==> config.mk <==
export PLATFORM = sky130hd
export DESIGN_NAME = vga_capture_flat
export DESIGN_NICKNAME = d
export VERILOG_FILES = /design/src/rtl/vga_capture_if.sv /design/src/rtl/vga_capture.sv /design/src/flat_wrapper.sv
export SDC_FILE = /design/constraint.sdc
export NUM_CORES = 1
export LEC_CHECK = 0
export CAP_MARGIN = 20
export CELL_PAD_IN_SITES_DETAIL_PLACEMENT = 1
export CELL_PAD_IN_SITES_GLOBAL_PLACEMENT = 2
export CORE_MARGIN = 4
export CORE_UTILIZATION = 30
export CTS_BUF_LIST = sky130_fd_sc_hd__clkbuf_4 sky130_fd_sc_hd__clkbuf_8
export DETAILED_ROUTE_END_ITERATION = 6
export DONT_BUFFER_PORTS = 1
export GPL_TIMING_DRIVEN = 0
export PLACE_DENSITY_LB_ADDON = 0.1
export SLEW_MARGIN = 20
export SYNTH_ARGS = -nofsm -noshare
export SYNTH_HDL_FRONTEND = slang
export SYNTH_SLANG_ARGS = --single-unit
==> constraint.sdc <==
create_clock -name dclk -period 8.55 [get_ports dclk]
set_clock_uncertainty 0.2 [all_clocks]
set_input_delay 1.71 -clock dclk [delete_from_list [all_inputs] [get_ports dclk]]
set_output_delay 1.71 -clock dclk [all_outputs]
set_load 0.05 [all_outputs]
==> src/rtl/vga_capture_if.sv <==
// Video-in and frame-out signal bundle for vga_capture.
// The slave side is the capture block; the master side drives video and consumes frames.
interface vga_capture_if;
    logic        hsync;
    logic        vsync;
    logic [3:0]  red;
    logic [3:0]  green;
    logic [3:0]  blue;
    logic [63:0] frame_data;
    logic        frame_valid;
    logic        frame_ready;
    logic        overrun;
    logic        locked;

    modport slave (
        input  hsync, vsync, red, green, blue, frame_ready,
        output frame_data, frame_valid, overrun, locked
    );

    modport master (
        output hsync, vsync, red, green, blue, frame_ready,
        input  frame_data, frame_valid, overrun, locked
    );
endinterface

==> src/rtl/vga_capture.sv <==
// Samples a 64x64 pixel window of a VGA stream at 8x8 cell centres into a 64-bit
// bitmap and hands each completed frame to a valid/ready consumer.
module vga_capture #(
    parameter int HSTART = 479,
    parameter int VSTART = 275,
    parameter int THRESH = 24
) (
    input logic       dclk,
    input logic       clr,
    vga_capture_if.slave bus
);
    localparam logic [9:0] HS = HSTART[9:0];
    localparam logic [9:0] VS = VSTART[9:0];
    localparam logic [5:0] TH = THRESH[5:0];

    typedef enum logic [1:0] {SEEK, ARMED, CAPTURE} state_t;

    logic       hs_r, vs_r, hs_p, vs_p;
    logic [3:0] r_r, g_r, b_r;
    logic       hs_fall, vs_fall;
    logic [9:0] hcnt, vcnt, hoff, voff;
    logic [5:0] sum, idx;
    logic       pix, sample;

    state_t      state, state_nxt;
    logic [63:0] shadow, shadow_nxt;
    logic        complete, lock_set;
    logic [63:0] fd;
    logic        fv, ovr, lck;

    always_ff @(posedge dclk or posedge clr) begin
        if (clr) begin
            hs_r <= 1'b1;
            vs_r <= 1'b1;
            hs_p <= 1'b1;
            vs_p <= 1'b1;
            r_r  <= '0;
            g_r  <= '0;
            b_r  <= '0;
        end else begin
            hs_r <= bus.hsync;
            vs_r <= bus.vsync;
            hs_p <= hs_r;
            vs_p <= vs_r;
            r_r  <= bus.red;
            g_r  <= bus.green;
            b_r  <= bus.blue;
        end
    end

    assign hs_fall = hs_p & ~hs_r;
    assign vs_fall = vs_p & ~vs_r;

    always_ff @(posedge dclk or posedge clr) begin
        if (clr) begin
            hcnt <= '0;
            vcnt <= '0;
        end else begin
            if (hs_fall)               hcnt <= '0;
            else if (hcnt != 10'h3FF)  hcnt <= hcnt + 10'd1;
            if (vs_fall)                         vcnt <= '0;
            else if (hs_fall && vcnt != 10'h3FF) vcnt <= vcnt + 10'd1;
        end
    end

    assign sum  = {2'b00, r_r} + {2'b00, g_r} + {2'b00, b_r};
    assign pix  = (sum >= TH);
    assign hoff = hcnt - HS;
    assign voff = vcnt - VS;
    // Cell centre: inside the 64-wide window and at offset 4 within an 8-pixel cell
    assign sample = (hcnt >= HS) && (hoff[9:6] == 4'd0) && (hoff[2:0] == 3'd4) &&
                    (vcnt >= VS) && (voff[9:6] == 4'd0) && (voff[2:0] == 3'd4);
    assign idx = {voff[5:3], hoff[5:3]};

    always_ff @(posedge dclk or posedge clr) begin
        if (clr) begin
            state  <= SEEK;
            shadow <= '0;
        end else begin
            state  <= state_nxt;
            shadow <= shadow_nxt;
        end
    end

    always_comb begin
        state_nxt  = state;
        shadow_nxt = shadow;
        complete   = 1'b0;
        lock_set   = 1'b0;
        case (state)
            SEEK: begin
                if (vs_fall) begin
                    state_nxt = ARMED;
                    lock_set  = 1'b1;
                end
            end
            ARMED: begin
                shadow_nxt = '0;
                if (sample && idx == 6'd0) begin
                    shadow_nxt[0] = pix;
                    state_nxt     = CAPTURE;
                end
            end
            CAPTURE: begin
                if (vs_fall) begin
                    state_nxt = ARMED;
                end else if (sample) begin
                    shadow_nxt[idx] = pix;
                    if (idx == 6'd63) begin
                        complete  = 1'b1;
                        state_nxt = ARMED;
                    end
                end
            end
            default: state_nxt = SEEK;
        endcase
    end

    // shadow_nxt already carries bit 63 in the completion cycle
    always_ff @(posedge dclk or posedge clr) begin
        if (clr) begin
            fd  <= '0;
            fv  <= 1'b0;
            ovr <= 1'b0;
            lck <= 1'b0;
        end else begin
            ovr <= 1'b0;
            if (lock_set) lck <= 1'b1;
            if (complete && (!fv || bus.frame_ready)) begin
                fd <= shadow_nxt;
                fv <= 1'b1;
            end else begin
                if (complete)                ovr <= 1'b1;
                if (fv && bus.frame_ready)   fv  <= 1'b0;
            end
        end
    end

    assign bus.frame_data  = fd;
    assign bus.frame_valid = fv;
    assign bus.overrun     = ovr;
    assign bus.locked      = lck;
endmodule

==> src/flat_wrapper.sv <==
// flat-port wrapper written by rule: the top's interface ports become plain ports
module vga_capture_flat 
#(
    parameter int HSTART = 479,
    parameter int VSTART = 275,
    parameter int THRESH = 24
)
  (dclk, clr, bus_hsync, bus_vsync, bus_red, bus_green, bus_blue, bus_frame_ready, bus_frame_data, bus_frame_valid, bus_overrun, bus_locked);
  vga_capture_if bus_i ();
  input logic dclk;
  input logic clr;
  input wire logic [$bits(bus_i.hsync)-1:0] bus_hsync;
  input wire logic [$bits(bus_i.vsync)-1:0] bus_vsync;
  input wire logic [$bits(bus_i.red)-1:0] bus_red;
  input wire logic [$bits(bus_i.green)-1:0] bus_green;
  input wire logic [$bits(bus_i.blue)-1:0] bus_blue;
  input wire logic [$bits(bus_i.frame_ready)-1:0] bus_frame_ready;
  output wire logic [$bits(bus_i.frame_data)-1:0] bus_frame_data;
  output wire logic [$bits(bus_i.frame_valid)-1:0] bus_frame_valid;
  output wire logic [$bits(bus_i.overrun)-1:0] bus_overrun;
  output wire logic [$bits(bus_i.locked)-1:0] bus_locked;
  assign bus_i.hsync = bus_hsync;
  assign bus_i.vsync = bus_vsync;
  assign bus_i.red = bus_red;
  assign bus_i.green = bus_green;
  assign bus_i.blue = bus_blue;
  assign bus_i.frame_ready = bus_frame_ready;
  assign bus_frame_data = bus_i.frame_data;
  assign bus_frame_valid = bus_i.frame_valid;
  assign bus_overrun = bus_i.overrun;
  assign bus_locked = bus_i.locked;
  vga_capture #(.HSTART(HSTART), .VSTART(VSTART), .THRESH(THRESH)) u_core (.dclk(dclk), .clr(clr), .bus(bus_i));
endmodule
==> impl_results.md, run 1 <==
* Outcome: finished, final reports clean
* Maximum clock frequency at 239 MHz
* Cell variety after synth at 70
* Crit path buf inv count at 0
* CP Capture Type: flop
* Top cells by area, synth: dfrtp_1 (51%), o21ai_0 (7.5%), nand2_1 (5.2%), o211ai_1 (4.4%), ha_1 (2.6%)
* Placed insts at between 1000 and 1500
* Antenna Violating Nets Remaining at 0
* Fin crit period at roughly 4.2 ns
* Syn-to-layout area delta at 10.4%
* Clock power share at roughly a third
* Most Crowded Layer GR: met2
* Sequential power share at 48.4%
* Syn avg cell area at about 10 um^2
* Async set-reset flop share out of synthesis at between 90% and 100%
* Mapped Cells at approximately 800
* Slowest stage delay, CP at roughly 0.74 ns
* WP data required at just under 9 ns
* Worst path top cell family by delay: compound AO/OA/AOI/OAI gates
* Switching share of power at 35.3%
* Io pins at 84
* Total gr overflow at 0
* Wire per inst at 23.9 um
* Num CTS Buffers at 17
* Remaining DRCs at 0
* Int Power at between 1 and 1.5 mW
* Commonest cells post-synth: dfrtp_1 (165), o21ai_0 (123), nand2_1 (112)
* CP Class: reg -> reg
* # fillers at 3062
* Setup Fix Bufs, Post-CTS at 0
* Final hold vios at 0
* Final TNS setup at 0 ns
* Crit Reg-Reg Endpoint: u_core.shadow[53]$_DFF_PP0_
* Core area at roughly 27000 um^2
* Hold WC Path Type: reg -> reg
* Worst Setup EP: u_core.shadow[53]$_DFF_PP0_
* Cell Area, Synth at 8160 um^2
* Cell count of the worst reg-to-reg path at 9
* VDD IR max at 0.0000694 V
* Die width at around 170 um
* Worst r2r src: u_core.g_r[0]$_DFF_PP0_
* Max Cap Viol at 0
* DIE AREA at approximately 30000 um^2
* Top_reg_cell synth: dfrtp_1
* Flop-to-flop setup slack at about 4.4 ns
* Worst skew pair latency at roughly 0.48 ns
* Pins over their slew limit at 0
* First-pass GRT wire length at about 44000 um
* Met2 usage at between 30% and 40%
* Clock transition at the registers of the reported paths at 0.11 ns
* WP data arrival at 4.36 ns
* Syn_nets at 855
* Final setup viols at 0
* Yosys top cell area share at around half
* Slowest-stage cell, CP: nand4_1
* Detailed Place HPWL at 20600 um
* DR vias/cell at between 5 and 6
* Pwr per Cell Area at 191 nW/um^2
* First drt pass iteration count at 5
* Initial core utilization at roughly 30%
* YS warnings at 0
* Layout cell share with drive strength beyond 1 at a little under 9%
* Std cell rows at 60
* Largest net degree at the start of global routing at 103
* Initial drt markers at about 420
* Fin util at 33.5%
* Comb pwr share at 17.6%
* Clk root buf: clkbuf_8
* CTS-repair resized insts at 0
* Startpoint Class: flop
* Final period util at about half
* PortBufs at 0
* Filler-free cell count of the finished design at 1193
* GR Util met1 at a little under a quarter
* CTS tree: done
* Vias at ~6700
* Sequential area share after synthesis at between 50% and 60%
* Leakage at around 3.7 nW
* Synth area leader: dfrtp_1
* Critical path peak fanout at 8
* Final Wtd Congestion at 0.796
* CTS max path bufs at 2
* Seq cells post-synth at 169
* Fin nets at 875
* Pwr Total at between 1.5 and 2 mW
* Cell with the most instances after synthesis: dfrtp_1
* Antenna fix cells at 0
* H-tree levels at 4
* Worst Setup SP: u_core.g_r[0]$_DFF_PP0_
* Number of global-route vias before repair at about 7100
* Height of the die at between 150 and 200 um
* Initial antenna violation count at 0
* Slew headroom at 19.1%
* Clock Sinks at around 170
* Worst Tran Pin Value at 1.21 ns
* Psw at between 600 and 700 uW
* RSZ-0062 raised after global routing: false
* Hold bufs inserted after CTS at 0
* Cell Chain, Critical Path: ha_1, fa_1, ha_1, a21o_1, a21o_1, or3_1, a31oi_1, nand4_1, o22ai_1
* Overall Global Routing Usage at 18.9%
* Post-synth EDFFs at 0
* Routed wire length at 28500 um
* Levels on crit path at 9
* Met3 usage at around 3.2%
==> metal layers <==
metal | vias to the layer above | part of all wire, %
met5 | - | 0
met4 | 0 | 2.2
met3 | 29 | 3.2
met2 | 135 | 51
met1 | 3444 | 44
li1 | 3079 | -
==> cell usage in the layout, fill, tap and decap left out, drive strengths merged, types with 3 or more instances in the layout <==
cell type | Yosys | layout
and3 | 3 | 3
ha | 17 | 17
clkinv | 0 | 6
o311ai | 26 | 26
dfstp | 4 | 4
a31oi | 5 | 5
clkbuf | 38 | 55
dfrtp | 165 | 165
buf | 24 | 25
mux2 | 8 | 8
o211ai | 48 | 48
or3 | 5 | 5
xor2 | 8 | 8
a32o | 3 | 3
o22ai | 14 | 14
mux2i | 10 | 10
nand3 | 27 | 27
o31ai | 3 | 3
a32oi | 8 | 8
nand4 | 21 | 21
xnor2 | 7 | 7
a21o | 12 | 12
o32ai | 3 | 3
nor3 | 6 | 6
a211oi | 6 | 6
nand2 | 112 | 112
and2 | 3 | 3
nor2b | 7 | 7
a21oi | 14 | 14
o21ai | 125 | 125
nor2 | 30 | 30
nand2b | 4 | 4
inv | 14 | 21
==> cell families (layout without fill, tap and decap cells) <==
| group | count (synthesis) | after routing | share of synthesized area, % |
|---|---|---|---|
| XOR/XNOR | 15 | 15 | 1.61 |
| AND/OR/NAND/NOR | 239 | 239 | 14.5 |
| AO/OA/AOI/OAI | 283 | 283 | 22.5 |
| adder cells (fa/ha/maj) | 19 | 19 | 3.10 |
| buffers and inverters | 76 | 109 | 4.00 |
| flip-flops | 169 | 169 | 51.9 |
| multiplexers | 18 | 18 | 2.33 |
==> area by class of cell <==
type,count,area (um^2),share of cell area (%)
clock inverter,15,155,1.72
buffer,62,274,3.04
multi-input combinational,574,3590,39.9
sequential,169,4230,47.0
clock buffer,17,234,2.60
tap,341,427,4.74
timing repair buffer,1,27.5,0.306
inverter,14,60.1,0.667
==> worst min-delay path by stage <==
stage,start,endpoint,slack [ns],cells past startpoint
final,u_core.hs_r$_DFF_PP1_,u_core.hs_p$_DFF_PP1_,0.17,0
after global placement,u_core.hs_r$_DFF_PP1_,u_core.hs_p$_DFF_PP1_,0.16,0
after CTS,u_core.hs_r$_DFF_PP1_,u_core.hs_p$_DFF_PP1_,0.18,0
after floorplan,u_core.hs_r$_DFF_PP1_,u_core.hs_p$_DFF_PP1_,0.15,0
after global routing,u_core.hs_r$_DFF_PP1_,u_core.hs_p$_DFF_PP1_,0.18,0
after detailed placement,u_core.hs_r$_DFF_PP1_,u_core.hs_p$_DFF_PP1_,0.16,0
==> stage by stage <==
| stage | worst slack, ns | instance area (um^2) | hold WS, ns |
|---|---|---|---|
| final | 4.37 | 9010 | 0.174 |
| after CTS | 4.34 | 9010 | 0.177 |
| after floorplan | 2.07 | 8160 | 0.154 |
| after global placement | 0.132 | 8580 | 0.158 |
| after detailed placement | 4.39 | 8620 | 0.162 |
| after global routing | 4.20 | 9010 | 0.180 |
==> sequential cells by signal, indices dropped and copies added (netlist names), 2 cells and up <==
| name | count |
|---|---|
| u_core.b_r | 4 |
| u_core.bus.frame_data | 64 |
| u_core.g_r | 4 |
| u_core.hcnt | 10 |
| u_core.r_r | 4 |
| u_core.shadow | 64 |
| u_core.state | 2 |
| u_core.vcnt | 10 |
==> power groups by stage <==
| stage | combinational (mW) | clock, mW | sequential, mW |
|---|---|---|---|
| 3_5_place_dp | 0.304 | 0 | 0.847 |
| 4_1_cts | 0.306 | 0.606 | 0.831 |
| 2_1_floorplan | 0.198 | 0 | 0.842 |
| 5_1_grt | 0.334 | 0.637 | 0.834 |
| 6_report | 0.303 | 0.584 | 0.831 |
| 3_3_place_gp | 0.293 | 0 | 0.846 |
(Power assumes the default switching activity.)
==> inputs of run 2 (changes only) <==
==> constraint.sdc (replaced) <==
create_clock -name dclk -period 3.8 [get_ports dclk]
set_clock_uncertainty 0.2 [all_clocks]
set_input_delay 0.76 -clock dclk [delete_from_list [all_inputs] [get_ports dclk]]
set_output_delay 0.76 -clock dclk [all_outputs]
set_load 0.05 [all_outputs]
==> impl_results.md, run 2 (synthesis results as in run 1) <==
* Outcome: finished, final reports clean (unchanged)
* Initial antenna violation count at 0 (unchanged)
* Maximum clock frequency at 277 MHz (was 239 MHz)
* Slowest-stage cell, CP: dfrtp_1 (was nand4_1)
* Worst Tran Pin Value at 1.22 ns (was 1.21 ns)
* Remaining DRCs at 0 (unchanged)
* DIE AREA at 29900 um^2 (unchanged)
* VDD IR max at 0.000215 V (was 0.0000694 V)
* Hold WC Path Type: in -> async (was reg -> reg)
* Routed wire length at 28600 um (was 28500 um)
* Overall Global Routing Usage at 19.0% (was 18.9%)
* Wire per inst at 23.7 um (was 23.9 um)
* Slew headroom at 18.0% (was 19.1%)
* Psw at 1.34 mW (was 606 uW)
* Clk root buf: clkbuf_8 (unchanged)
* Layout cell share with drive strength beyond 1 at 11.3% (was 8.80%)
* CTS tree: done (unchanged)
* Io pins at 84 (unchanged)
* Final hold vios at 0 (unchanged)
* Core area at 26900 um^2 (unchanged)
* Initial drt markers at 350 (was 416)
* Num CTS Buffers at 17 (unchanged)
* Clock transition at the registers of the reported paths at 0.11 ns (about the same)
* Hold bufs inserted after CTS at 0 (unchanged)
* RSZ-0062 raised after global routing: false (unchanged)
* Filler-free cell count of the finished design at 1206 (was 1193)
* Placed insts at 1165 (was 1161)
* CP Capture Type: flop (unchanged)
* Fin util at 34.2% (was 33.5%)
* Hold Worst Slack at 0.0245 ns (was 0.174 ns)
* Post-DP Area at 8690 um^2 (was 8620 um^2)
* Height of the die at 173 um (unchanged)
* Cell Chain, Critical Path: ha_1, nand4_1, a32o_1, a211oi_2, buf_2, buf_4, nand3_1, o211ai_1, o21ai_0 (was ha_1, fa_1, ha_1, a21o_1, a21o_1, or3_1, a31oi_1, nand4_1, o22ai_1)
* Vias at 6793 (was 6687)
* Max Cap Viol at 0 (unchanged)
* Most frequent cells in the layout: dfrtp_1 (165), o21ai_0 (119), nand2_1 (112) (was dfrtp_1 (165), o21ai_0 (123), nand2_1 (112))
* CTS max path bufs at 2 (unchanged)
* WP data required at 3.92 ns (was 8.73 ns)
* Antenna Violating Nets Remaining at 0 (unchanged)
* First drt pass iteration count at 5 (unchanged)
* Fin area at 9190 um^2 (was 9010 um^2)
* Sequential power share at 47.6% (was 48.4%)
* Comb pwr share at 17.9% (was 17.6%)
* Final Wtd Congestion at 0.806 (was 0.796)
* Slowest stage delay, CP at 0.51 ns (was 0.74 ns)
* Antenna fix cells at 0 (unchanged)
* WP data arrival at 3.73 ns (was 4.36 ns)
* Syn-to-layout area delta at 12.7% (was 10.4%)
* Fin nets at 888 (was 875)
* CP Class: reg -> reg (unchanged)
* DR vias/cell at 5.63 (was 5.61)
* Fin crit period at 3.60 ns (was 4.18 ns)
* Switching share of power at 34.2% (was 35.3%)
* Worst path top cell family by delay: compound AO/OA/AOI/OAI gates (unchanged)
* Final setup viols at 0 (unchanged)
* Setup WS post-layout at 0.195 ns (was 4.37 ns)
* H-tree levels at 4 (unchanged)
* Final period util at 94.9% (was 48.9%)
* Std cell rows at 60 (unchanged)
* Pins over their slew limit at 0 (unchanged)
* Leakage at 3.76 nW (was 3.67 nW)
* Startpoint Class: flop (unchanged)
* Crit path buf inv count at 2 (was 0)
* Number of global-route vias before repair at 7100 (was 7062)
* Worst skew pair latency at 0.48 ns (about the same)
* Largest net degree at the start of global routing at 36 (was 103)
* Pre-CTS setup slack at -0.356 ns (was 4.39 ns)
* Initial core utilization at 30.3% (unchanged)
* First-pass GRT wire length at 44300 um (was 43800 um)
* Clock power share at 34.5% (was 34.0%)
* Critical path peak fanout at 10 (was 8)
* PortBufs at 0 (unchanged)
* Detailed Place HPWL at 21000 um (was 20600 um)
* Clock Sinks at 169 (unchanged)
* Commonest non-fill, non-tap cell in the layout: dfrtp_1 (unchanged)
* Int Power at 2.59 mW (was 1.11 mW)
* Pwr per Cell Area at 427 nW/um^2 (was 191 nW/um^2)
* Die width at 173 um (unchanged)
* Total gr overflow at 0 (unchanged)
==> run 2: layout make-up <==
type                       instances  area (um^2)
tap                              341          427
clock buffer                      18          248
clock inverter                    14          155
sequential                       169         4230
buffer                            62          279
timing repair buffer              14          168
fill                            3056        17700
multi-input combinational        574         3630
inverter                          14         56.3
==> run 2: final timing paths <==
check	startpoint	end	slack, ns	cells past startpoint
worst max-delay path	u_core.hcnt[1]$_DFFE_PP0P_	u_core.shadow[27]$_DFF_PP0_	0.20	9
worst min-delay path	clr	u_core.bus.frame_data[1]$_DFFE_PP0P_	0.02	1
worst max register to register	u_core.hcnt[1]$_DFFE_PP0P_	u_core.shadow[27]$_DFF_PP0_	0.20	9
worst min register to register	u_core.vs_r$_DFF_PP1_	u_core.vs_p$_DFF_PP1_	0.17	0
max in group asynchronous	clr	u_core.hs_r$_DFF_PP1_	2.54	3
min in group dclk	bus_hsync	u_core.hs_r$_DFF_PP1_	0.07	0
==> run 2: power groups by stage <==
| stage | Combinational, mW | Sequential, mW | Clock, mW |
|---|---|---|---|
| after floorplan | 0.445 | 1.90 | 0 |
| after global placement | 0.663 | 1.90 | 0 |
| after detailed placement | 0.695 | 1.91 | 0 |
| after CTS | 0.703 | 1.87 | 1.41 |
| after global routing | 0.765 | 1.88 | 1.49 |
| final | 0.702 | 1.87 | 1.36 |
==> run 2: layer usage <==
layer  part of all wire (%)  GRT usage, %  routed length (um)  vias to the layer above
met3                    3.2          2.97                 901                       30
met2                     51          32.5               14500                      135
li1                       -             -                   -                     3113
met5                      0             0                   0                        -
met4                    2.2          6.12                 621                        0
met1                     44          24.9               12600                     3515
==> run 2: worst register-to-register path, cell delays in order (launching register included) <==
cell,delay [ns]
dfrtp_1,0.51
ha_1,0.27
nand4_1,0.26
a32o_1,0.38
a211oi_2,0.42
buf_2,0.32
buf_4,0.22
nand3_1,0.37
o211ai_1,0.38
o21ai_0,0.14
==> run 2: per-stage QoR <==
step	total power [mW]	setup TNS, ns
after detailed placement	2.60	-5.79
after floorplan	2.34	0
final	3.93	0
after global placement	2.57	-49.70
after global routing	4.13	0
after CTS	3.98	-0.0108
==> run 2: timing repair <==
item                                    CTS  global route
pin swaps                                 3             2
buffers inserted                          5             4
gates resized for setup                   3            15
endpoints found under the setup margin   33            39
gates cloned                              0             0
